`config.mk`:
```
export PLATFORM = sky130hd
export DESIGN_NAME = layer0_input_stager_flat
export DESIGN_NICKNAME = d
export VERILOG_FILES = /design/src/rtl/layer0_input_stager_if.sv /design/src/rtl/layer0_input_stager.sv /design/src/flat_wrapper.sv
export SDC_FILE = /design/constraint.sdc
export NUM_CORES = 1
export LEC_CHECK = 0
export BUFFER_PORTS_ARGS = -buffer_cell sky130_fd_sc_hd__buf_2
export CAP_MARGIN = 20
export CORE_ASPECT_RATIO = 0.8
export CORE_MARGIN = 5
export CORE_UTILIZATION = 55
export CTS_BUF_LIST = sky130_fd_sc_hd__clkbuf_4 sky130_fd_sc_hd__clkbuf_8 sky130_fd_sc_hd__clkbuf_16
export DETAILED_ROUTE_END_ITERATION = 10
export PLACE_DENSITY = 0.77
export SLEW_MARGIN = 0
export SYNTH_ARGS = -nofsm -noshare
export SYNTH_HDL_FRONTEND = slang
export SYNTH_SLANG_ARGS = --single-unit
```
`constraint.sdc`:
```
create_clock -name clk -period 2.7 [get_ports clk]
set_clock_uncertainty 0.15 [all_clocks]
set_input_delay 0.135 -clock clk [delete_from_list [all_inputs] [get_ports clk]]
set_output_delay 0.135 -clock clk [all_outputs]
set_load 0.1 [all_outputs]
```
`src/rtl/layer0_input_stager_if.sv`:
```
// Stream-in / frame-out bundle for the layer0 input stager.
// slave = stager side, master = producer/consumer side driving the stager.
interface layer0_input_stager_if #(
  parameter int FEAT_W   = 2,
  parameter int NUM_FEAT = 16
);
  logic [FEAT_W-1:0]          s_data;
  logic                       s_valid;
  logic                       s_last;
  logic                       s_ready;
  logic [FEAT_W*NUM_FEAT-1:0] m_data;
  logic                       m_valid;
  logic                       m_ready;
  logic                       err_short;
  logic                       err_long;
  logic [1:0]                 dbg_state;

  // Both sides use valid/ready: a beat or frame moves only in a cycle where
  // valid && ready; the source holds data stable while valid && !ready.
  modport slave (
    input  s_data, s_valid, s_last, m_ready,
    output s_ready, m_data, m_valid, err_short, err_long, dbg_state
  );

  modport master (
    output s_data, s_valid, s_last, m_ready,
    input  s_ready, m_data, m_valid, err_short, err_long, dbg_state
  );
endinterface

```
`src/rtl/layer0_input_stager.sv`:
```
// Serial-to-parallel stager: packs FEAT_W-bit feature beats into one
// NUM_FEAT-wide frame and hands it to the layer0 LUT array as a whole.
module layer0_input_stager #(
  parameter int FEAT_W   = 2,
  parameter int NUM_FEAT = 16
) (
  input logic clk,
  input logic rst,
  layer0_input_stager_if.slave bus
);
  localparam int CW = $clog2(NUM_FEAT);
  localparam logic [CW-1:0] LAST_IDX = CW'(NUM_FEAT - 1);

  localparam logic [1:0] FILL = 2'd0;
  localparam logic [1:0] HOLD = 2'd1;
  localparam logic [1:0] DROP = 2'd2;

  logic [1:0]                 r_state;
  logic [CW-1:0]              r_cnt;
  logic [FEAT_W*NUM_FEAT-1:0] r_asm;
  logic                       r_full;
  logic [FEAT_W*NUM_FEAT-1:0] r_mdata;
  logic                       r_mvalid;
  logic                       r_err_short;
  logic                       r_err_long;

  logic w_xfer;
  logic w_sready;
  logic w_beat;
  logic w_last_idx;

  // r_full marks a complete frame in the assembly register; it can still be
  // pending while DROP swallows the tail of an over-long frame.
  always_comb begin
    w_xfer     = r_full && (!r_mvalid || bus.m_ready);
    w_sready   = !rst && ((r_state != HOLD) || w_xfer);
    w_beat     = bus.s_valid && w_sready;
    w_last_idx = (r_cnt == LAST_IDX);
  end

  always_ff @(posedge clk or posedge rst) begin
    if (rst) begin
      r_state     <= FILL;
      r_cnt       <= '0;
      r_asm       <= '0;
      r_full      <= 1'b0;
      r_mdata     <= '0;
      r_mvalid    <= 1'b0;
      r_err_short <= 1'b0;
      r_err_long  <= 1'b0;
    end else begin
      r_err_short <= 1'b0;
      r_err_long  <= 1'b0;

      if (w_xfer) begin
        r_mdata  <= r_asm;
        r_mvalid <= 1'b1;
        r_full   <= 1'b0;
      end else if (bus.m_ready) begin
        r_mvalid <= 1'b0;
      end

      case (r_state)
        FILL: begin
          if (w_beat) begin
            for (int k = 0; k < NUM_FEAT; k++) begin
              if (r_cnt == CW'(k)) r_asm[k*FEAT_W +: FEAT_W] <= bus.s_data;
            end
            if (w_last_idx) begin
              r_cnt      <= '0;
              r_full     <= 1'b1;
              r_state    <= bus.s_last ? HOLD : DROP;
              r_err_long <= !bus.s_last;
            end else if (bus.s_last) begin
              r_cnt       <= '0;
              r_err_short <= 1'b1;
            end else begin
              r_cnt <= r_cnt + CW'(1);
            end
          end
        end
        HOLD: begin
          // The beat accepted alongside the transfer opens the next frame.
          if (w_xfer) begin
            r_state <= FILL;
            if (w_beat) begin
              r_asm[FEAT_W-1:0] <= bus.s_data;
              if (bus.s_last) r_err_short <= 1'b1;
              else            r_cnt       <= CW'(1);
            end
          end
        end
        DROP: begin
          if (w_beat && bus.s_last) r_state <= (r_full && !w_xfer) ? HOLD : FILL;
        end
        default: r_state <= FILL;
      endcase
    end
  end

  assign bus.s_ready   = w_sready;
  assign bus.m_data    = r_mdata;
  assign bus.m_valid   = r_mvalid;
  assign bus.err_short = r_err_short;
  assign bus.err_long  = r_err_long;
  assign bus.dbg_state = r_state;
endmodule

```
`src/flat_wrapper.sv`:
```
// flat-port wrapper written by rule: the top's interface ports become plain ports
module layer0_input_stager_flat 
#(
  parameter int FEAT_W   = 2,
  parameter int NUM_FEAT = 16
)
  (clk, rst, bus_s_data, bus_s_valid, bus_s_last, bus_m_ready, bus_s_ready, bus_m_data, bus_m_valid, bus_err_short, bus_err_long, bus_dbg_state);
  layer0_input_stager_if #(.FEAT_W(FEAT_W), .NUM_FEAT(NUM_FEAT)) bus_i ();
  input logic clk;
  input logic rst;
  input wire logic [$bits(bus_i.s_data)-1:0] bus_s_data;
  input wire logic [$bits(bus_i.s_valid)-1:0] bus_s_valid;
  input wire logic [$bits(bus_i.s_last)-1:0] bus_s_last;
  input wire logic [$bits(bus_i.m_ready)-1:0] bus_m_ready;
  output wire logic [$bits(bus_i.s_ready)-1:0] bus_s_ready;
  output wire logic [$bits(bus_i.m_data)-1:0] bus_m_data;
  output wire logic [$bits(bus_i.m_valid)-1:0] bus_m_valid;
  output wire logic [$bits(bus_i.err_short)-1:0] bus_err_short;
  output wire logic [$bits(bus_i.err_long)-1:0] bus_err_long;
  output wire logic [$bits(bus_i.dbg_state)-1:0] bus_dbg_state;
  assign bus_i.s_data = bus_s_data;
  assign bus_i.s_valid = bus_s_valid;
  assign bus_i.s_last = bus_s_last;
  assign bus_i.m_ready = bus_m_ready;
  assign bus_s_ready = bus_i.s_ready;
  assign bus_m_data = bus_i.m_data;
  assign bus_m_valid = bus_i.m_valid;
  assign bus_err_short = bus_i.err_short;
  assign bus_err_long = bus_i.err_long;
  assign bus_dbg_state = bus_i.dbg_state;
  layer0_input_stager #(.FEAT_W(FEAT_W), .NUM_FEAT(NUM_FEAT)) u_core (.clk(clk), .rst(rst), .bus(bus_i));
endmodule
```
# ---- Word-level counts from Yosys, hierarchy flattened
# Index checks and enable logic that the tools add are counted.
dict set report totals {
  ff_bits 74
  latch_bits 0
  mem_bits_rw 0
  rom_bits 0
  in_bits 7
  word_cells 116
  n_memories 0
}
dict set report classes {
  addsub 1
  n_mul 0
  div_mod_pow 0
  n_lt_le_gt_ge 0
  eq_ne 25
  shifts 0
  mux 34
  bitwise 0
  n_reduce_logical 33
}
# operator n
set op_table {}
lappend op_table {{$reduce_and 3->1} 15}
lappend op_table {{$eq 4x4->1 const B} 8}
lappend op_table {{$mux 4} 6}
lappend op_table {{$mux 2} 9}
lappend op_table {{$eq 4x3->1 const B} 4}
lappend op_table {{$mux 1} 15}
lappend op_table {{$ne 2x1->1 const B} 7}
lappend op_table {{$reduce_and 5->1} 2}
lappend op_table {{$eq 4x2->1 const B} 2}
lappend op_table {{$pmux 4 s2} 1}
lappend op_table {{$pmux 2 s3} 1}
lappend op_table {{$logic_and 1x1->1} 5}
lappend op_table {{$add 4x1->4 const B} 1}
lappend op_table {{$eq 4x1->1 const B} 1}
lappend op_table {{$logic_not 1->1} 4}
lappend op_table {{$logic_not 4->1} 1}
lappend op_table {{$pmux 2 s2} 1}
lappend op_table {{$reduce_and 4->1} 1}
lappend op_table {{$reduce_bool 2->1} 2}
lappend op_table {{$eq 2x1->1 const B} 1}
lappend op_table {{$eq 2x2->1 const B} 1}
lappend op_table {{$logic_not 2->1} 1}
lappend op_table {{$logic_or 1x1->1} 2}
lappend op_table {{$ne 2x2->1 const B} 1}
lappend op_table {{$pmux 1 s2} 1}

# ---- Depth between registers and ports, before layout
# Gate-level depths: netlist (run 1).
dict set report logic_depth {
  ltp_word 9
  mapped_depth 5
  ltp_nobuf 5
}

# ---- Worst setup path after synthesis (run 1)
# No wires, ideal clock.
dict set report synth_timing {
  kind {reg2out}
  start {register u_core.r_mvalid (netlist: u_core.bus.m_valid)}
  end {output port bus_s_ready}
  arrival_time_ns 2.913
  required_time_ns 2.415
  setup_slack_ns -0.498
  stages_incl_launch_ff 5
  n_path_buf 1
  path_cell_list {dfrtp_1 nand2b_1 nand2_1 buf_2 a21oi_1}
}
dict set report synth_between {
  elab_chain_len 5
}
# item line_no
set synth_rtl {}
lappend synth_rtl {{from (decl)} layer0_input_stager.sv:23} ;# logic r_mvalid;
lappend synth_rtl {{from (signal assigned)} layer0_input_stager.sv:48} ;# r_mvalid <= 1'b0;
lappend synth_rtl {{from (signal assigned)} layer0_input_stager.sv:57} ;# r_mvalid <= 1'b1;
lappend synth_rtl {{from (signal assigned)} layer0_input_stager.sv:60} ;# r_mvalid <= 1'b0;
lappend synth_rtl {{$logic_not 1->1} layer0_input_stager.sv:35} ;# w_xfer = r_full && (!r_mvalid || bus.m_ready);
lappend synth_rtl {{$logic_or 1x1->1} layer0_input_stager.sv:35}
lappend synth_rtl {{$logic_and 1x1->1} layer0_input_stager.sv:35}
lappend synth_rtl {{$logic_or 1x1->1} layer0_input_stager.sv:36} ;# w_sready = !rst && ((r_state != HOLD) || w_xfer);
lappend synth_rtl {{$logic_and 1x1->1} layer0_input_stager.sv:36}
lappend synth_rtl {{to (decl)} flat_wrapper.sv:15} ;# output wire logic [$bits(bus_i.s_ready)-1:0] bus_s_ready;
# No other way between the ends.

# ---- Worst setup path in the final report (run 1)
# Ends and elaborated chain as after synthesis.

==> results_dict.tcl, run 1 <==
set metrics [dict create \
    core_area_um2 5410 \
    rsz0062_at_grt "no" \
    rr_worst_depth 5 \
    syn-num-nets 229 \
    die_w_um 93.2 \
    via_count 1846 \
    pin_count 45 \
    grt_busiest_layer "met2" \
    stdcell_area_um2 3520 \
    diodes 0 \
    tns_ns 0 \
    seqPwrFrac_pct 42.4 \
    slew_violations 0 \
    numCtsBuffers 9 \
    h-tree-depth 3 \
    crit_family "buffers and inverters" \
    multiInputGateArea_um2 1130 \
    critPathKind "flop to primary output" \
    start_util_pct 56.3 \
    die_area_um2 7130 \
    gr-total-overflow 0 \
    crit_arrival_ns 1.76 \
    cts_setup_buffers 0 \
    synth_simple_gate_area_share_pct 8.71 \
    synthMuxAreaShare_pct 24.0 \
    hold_ws_ns -0.0190 \
    power.density_nw_per_um2 1110 \
    critPathMaxStageDelay_ns 0.43 \
    drc 0 \
    hp-class "primary input to asynchronous set/reset pin" \
    regArea_um2 1850 \
    place.gp.congestion 0.839 \
    rows 24 \
    critPathLaunch "u_core.bus.m_valid$_DFFE_PP0P_" \
    dr.pass1.iters 4 \
    fill_cells 413 \
    timing.final.crit_period_ns 2.05 \
    slew-limit-headroom_pct 38.5 \
    power_uw 3910 \
    final_cell_mix "74 x dfrtp_1, 64 x mux2_2, 44 x buf_2" \
    layout_commonest_cell "dfrtp_1" \
    ys_seq_elements 74 \
    outcome "complete, but fails checks" \
    port_buffers 44 \
    cp_slowest_cell "buf_2" \
    vias_per_cell 5.45 \
    crit_path_end_kind "primary output" \
    cts.path.max_buffers 2 \
    syn_inst 218 \
    crit_chain "nand2b_1 > nand2_1 > buf_4 > a21oi_2 > buf_2" \
    crit_path_start_kind "flop" \
    clock_latency_ns 0.34 \
    globalRouteMet2Util_pct 26.2 \
    finalCritPeriodShare_pct 75.9 \
    clkPwrFrac_pct 18.3 \
    synth-edff-count 0 \
    rrSetupSlack_ns 0.81 \
    endpoint "bus_s_ready" \
    fmax_mhz 488 \
    leakage_uw 0.00186 \
    hold_viol_final 6 \
    grt_pass1_wl_um 9680 \
    gr-usage-all-layers_pct 17.7 \
    path_buf_inv 2 \
    use_met3_pct 7.21 \
    grt_pass1_vias 1939 \
    cts.clk_slew.worst_paths_ns 0.07 \
    final.setup.worst_slack_ns 0.650 \
    setup_viol 0 \
    p_int_uw 2180 \
    final_antenna_net_count 0 \
    pre_cts_slack_ns 0.838 \
    async_reset_ff_share_pct 100 \
    die_y_um 76.5 \
    dpl_cell_area_um2 3340 \
    worstPathRequired_ns 2.41 \
    power.switching_uw 1730 \
    wl_um 5520 \
    area_growth_syn_to_layout_pct 15.6 \
    worstMarginPinSlew_ns 0.922 \
    yosysUniqueCellTypes 33 \
    synth_fa_ha_area_share_pct 1.64 \
    grt_max_degree 75 \
    synth-xor-area-share_pct 0 \
    seq_area_frac_synth_pct 60.8 \
    nets 281 \
    synth-warning-count 0 \
    met1_usage_pct 23.4 \
    post_cts_resized 0 \
    dpl.hpwl_um 3670 \
    switching_share_pct 44.2 \
    drive_gt1_share_pct 48.5 \
    drt_iter0_markers 129 \
    r2r-start "u_core.bus.dbg_state[0]$_DFFE_PP0P_" \
    cap_violations 0 \
    synth_area_um2 3040 \
    critPathMaxFanout 20 \
    clock-sinks 74 \
    wl_per_cell_um 16.3 \
    ir_drop_mv 0.893 \
    pwr-share-comb_pct 39.2 \
    synth_compound_area_share_pct 2.75 \
    antenna_found_initial 0 \
    tritoncts "built" \
    synthFlopType "dfrtp_1" \
    reg2reg_to "u_core.r_asm[27]$_DFFE_PP0P_" \
    synth_top_family_by_area "multiplexers" \
    violations "negative hold slack" \
    avgSynthCellArea_um2 14.0 \
    clockRootBuffer "clkbuf_8" \
    path_depth 5 \
]
## cell families after synthesis
group | count (synthesis)
AO/OA/AOI/OAI | 12
adder cells (fa/ha/maj) | 4
buffers and inverters | 14
flip-flops | 74
multiplexers | 65
AND/OR/NAND/NOR | 49
## stage by stage
stage | instances | utilization, %
after floorplan | 218 | -
after global routing | 339 | 65.1
after CTS | 339 | 65.1
final | 339 | 65.1
after global placement | 322 | 61.8
after detailed placement | 322 | 61.8
## flip-flops by register name, summed over array words and instances, names as in the netlist
| register | count |
|---|---|
| u_core.bus.m_data | 32 |
| u_core.r_cnt | 4 |
| u_core.bus.dbg_state | 2 |
| u_core.bus.err_long | 1 |
| u_core.bus.err_short | 1 |
| u_core.r_full | 1 |
| u_core.r_asm | 32 |
| u_core.bus.m_valid | 1 |
## what timing repair did
| action | 4_1_cts | 5_1_grt |
|---|---|---|
| endpoints found under the setup margin | 0 | 0 |
| hold buffers | 2 | 0 |
| hold endpoints to repair | 2 | 0 |
## worst min-delay path: cells and delay by family
| family | cells | cell delay, ns |
|---|---|---|
| buffers and inverters | 3 | 0.89 |
## layout make-up
cell class / instances / area share (%)
Clock inverter: 4 / 0.569
Tap cell: 65 / 2.31
Multi-Input combinational cell: 130 / 32.2
Sequential cell: 74 / 52.6
Timing Repair Buffer: 50 / 7.68
Clock buffer: 11 / 3.95
Inverter: 5 / 0.640
## synth_stat cells, drive strengths merged, types with 2 or more instances
master / n / share of area (%)
o21ai: 3 / 0.49
nor3: 2 / 0.33
nand3: 10 / 1.8
a211o: 2 / 0.58
nor2: 7 / 0.86
nand3b: 3 / 0.74
ha: 4 / 1.6
buf: 6 / 1.1
a21oi: 2 / 0.33
nand2: 14 / 1.7
nor2b: 3 / 0.62
dfrtp: 74 / 61
nor4b: 2 / 0.78
clkbuf: 3 / 0.37
and2: 2 / 0.49
inv: 5 / 0.62
mux2: 64 / 24
## power by group through the flow
stage               registers [uW]  logic (uW)  clock network [uW]
floorplan                     2390         555                   0
global placement              1660        1520                   0
detailed placement            1680        1540                   0
CTS                           1660        1540                 745
global route                  1710        1620                 795
finish                        1660        1530                 716
## layer usage
metal,up-vias,part of all wire (%)
met5,-,0
met4,0,2.0
met3,11,5.2
met2,47,46
met1,919,47
li1,869,-
## worst min path at each step
stage | from | end | slack (ns) | cells past startpoint
after global placement | bus_s_last | u_core.bus.err_long$_DFF_PP0_ | 0.27 | 2
after global routing | bus_m_ready | u_core.bus.m_valid$_DFFE_PP0P_ | 0.04 | 3
after floorplan | bus_s_last | u_core.bus.err_long$_DFF_PP0_ | 0.05 | 1
final | rst | u_core.bus.err_short$_DFF_PP0_ | -0.02 | 3
after detailed placement | bus_s_last | u_core.bus.err_long$_DFF_PP0_ | 0.27 | 2
after CTS | rst | u_core.bus.err_short$_DFF_PP0_ | 0.02 | 3
(Power assumes the default switching activity.)
==> run 2, diff against run 1 <==
--- a/config.mk
+++ b/config.mk
@@ -9,10 +9,10 @@
 export CAP_MARGIN = 20
 export CORE_ASPECT_RATIO = 0.8
 export CORE_MARGIN = 5
-export CORE_UTILIZATION = 55
+export CORE_UTILIZATION = 51
 export CTS_BUF_LIST = sky130_fd_sc_hd__clkbuf_4 sky130_fd_sc_hd__clkbuf_8 sky130_fd_sc_hd__clkbuf_16
 export DETAILED_ROUTE_END_ITERATION = 10
-export PLACE_DENSITY = 0.77
+export PLACE_DENSITY = 0.75
 export SLEW_MARGIN = 0
 export SYNTH_ARGS = -nofsm -noshare
 export SYNTH_HDL_FRONTEND = slang
==> constraint.sdc (replaced) <==
create_clock -name clk -period 1.6 [get_ports clk]
set_clock_uncertainty 0.15 [all_clocks]
set_input_delay 0.08 -clock clk [delete_from_list [all_inputs] [get_ports clk]]
set_output_delay 0.08 -clock clk [all_outputs]
set_load 0.1 [all_outputs]
==> run 2 against run 1 <==
Compared with the run above:
- count of clock-buffer cells in the layout is the same
- sequential power grew 66%
- final cell count grew 13%
- cell area grew 17%
- non-clock buffer count grew 27
- highest routed layer unchanged
- the flow finishes with violations (negative setup slack)
- die area grew 6.9%
- flip-flop and latch count is the same
==> results_dict.tcl, run 2 (synthesis results as in run 1) <==
set metrics [dict create \
    slew_violations 0 \
    dr.pass1.iters 4 \
    critPathMaxStageDelay_ns 0.45 \
    rows 25 \
    path_buf_inv 3 \
    fill_cells 406 \
    hold_ws_ns 0.0343 \
    wl_per_cell_um 17.0 \
    seqPwrFrac_pct 35.7 \
    cap_violations 0 \
    gr-usage-all-layers_pct 19.4 \
    port_buffers 44 \
    clock_latency_ns 0.35 \
    timing.final.crit_period_ns 1.81 \
    final_antenna_net_count 0 \
    leakage_uw 0.00215 \
    antenna_found_initial 0 \
    grt_max_degree 75 \
    final.setup.worst_slack_ns -0.209 \
    power.switching_uw 3300 \
    path_depth 5 \
    crit_path_start_kind "flop" \
    numCtsBuffers 9 \
    pwr-share-comb_pct 43.6 \
    cts.clk_slew.worst_paths_ns 0.08 \
    die_y_um 79.1 \
    hold_viol_final 0 \
    via_count 2036 \
    worstHoldStart "bus_m_ready" \
    tritoncts "built" \
    grt_pass1_vias 2178 \
    place.gp.congestion 0.813 \
    critPathMaxFanout 8 \
    clock-sinks 74 \
    power.density_nw_per_um2 1880 \
    path_common_cell "buf_6" \
    start_util_pct 52.0 \
    outcome "complete, but fails checks" \
    h-tree-depth 3 \
    crit_path_end_kind "primary output" \
    slew-limit-headroom_pct 67.4 \
    ir_drop_mv 1.47 \
    rr_worst_depth 5 \
    crit_arrival_ns 1.58 \
    finalCritPeriodShare_pct 113 \
    clockRootBuffer "clkbuf_8" \
    clkPwrFrac_pct 20.7 \
    diodes 0 \
    core_area_um2 5850 \
    drt_iter0_markers 58 \
    tns_ns -4.25 \
    violations "negative setup slack" \
    r2r-start "u_core.bus.dbg_state[0]$_DFFE_PP0P_" \
    drive_gt1_share_pct 61.3 \
    wl_um 6500 \
    dpl.hpwl_um 4200 \
    switching_share_pct 42.7 \
    setup_viol 36 \
    pin_count 45 \
    cts.path.max_buffers 2 \
    area_growth_syn_to_layout_pct 34.8 \
    grt_pass1_wl_um 11100 \
    cp_slowest_cell "dfrtp_4" \
    vias_per_cell 5.32 \
    crit_family "flip-flops" \
    critPathKind "flop to primary output" \
    critPathLaunch "u_core.bus.dbg_state[1]$_DFFE_PP0P_" \
    final_cell_mix "71 x dfrtp_1, 60 x mux2_2, 41 x buf_2" \
    hp-class "primary input to flop" \
    holdPathStages 4 \
    fmax_mhz 553 \
    crit_chain "buf_6 > and2b_1 > buf_6 > a21oi_4 > buf_12" \
    die_w_um 96.4 \
    die_area_um2 7620 \
    nets 308 \
    p_int_uw 4430 \
    worstPathRequired_ns 1.37 \
    gr-total-overflow 0 \
    worstMarginPinSlew_ns 0.492 \
    rsz0062_at_grt "yes" \
    post-route-util_pct 70.1 \
    drc 0 \
    layout_commonest_cell "dfrtp_1" \
]
-- run 2: changes by cell type in the layout (fill, tap and decap cells not counted), sizes merged --
cell	before	now
clkinv	4	3
buf	48	71
bufinv	0	2
clkbuf	11	12
dlygate4sd3	2	5
-- run 2: per-layer routing --
metal / vias up / track usage, % / share of wire (%)
li1: 924 / - / -
met1: 1058 / 26.3 / 47
met2: 40 / 30.3 / 47
met3: 14 / 6.44 / 4.2
met4: 0 / 4.90 / 1.4
met5: - / 0 / 0
-- run 2: power groups by stage --
stage                     registers [uW]  clock network (uW)  logic, uW
after floorplan                     4050                   0       1020
after global routing                2830                1730       3540
final                               2760                1600       3370
after global placement              2760                   0       3010
after detailed placement            2780                   0       3050
after CTS                           2760                1630       3290
-- run 2: final timing paths --
kind                                                        to  slack, ns
max                                                bus_s_ready      -0.21
max in group asynchronous  u_core.bus.dbg_state[0]$_DFFE_PP0P_       0.53
max reg2reg                        u_core.r_asm[1]$_DFFE_PP0P_      -0.19
min in group asynchronous       u_core.bus.err_short$_DFF_PP0_       0.41
min reg2reg                   u_core.bus.m_data[0]$_DFFE_PP0P_       0.35
min                             u_core.bus.err_short$_DFF_PP0_       0.03
-- run 2: repair_timing --
item / in CTS / in global routing
setup endpoints to repair: 38 / 42
endpoints found under the hold margin: 79 / 0
gates resized for setup: 26 / 10
pin swaps: 8 / 2
setup buffers: 5 / 0
hold buffers: 5 / 0
-- run 2: cell type report --
class                           count  area, um2  share of cell area, %
Clock buffer                       11        139                   3.39
Clock inverter                      5       78.8                   1.92
Inverter                            5       22.5                  0.549
Multi-Input combinational cell    130       1340                   32.6
Sequential cell                    74       1860                   45.4
Tap cell                           81        101                   2.47
Timing Repair Buffer               77        559                   13.6
-- run 2: tightest hold or removal path: stages --
cell	delay, ns
buf_2	0.10
nand2b_4	0.16
nand2_4	0.09
a2111oi_2	0.07
-- run 2: through the flow --
step / total power [uW] / setup WS (ns) / instances / area (um2)
final: 7730 / -0.209 / 383 / 4100
after global routing: 8100 / -0.279 / 383 / 4100
after CTS: 7670 / -0.226 / 383 / 4060
after detailed placement: 5830 / -0.201 / 357 / 3640
after global placement: 5770 / -0.146 / 357 / 3640
after floorplan: 5070 / -0.529 / 218 / 3170
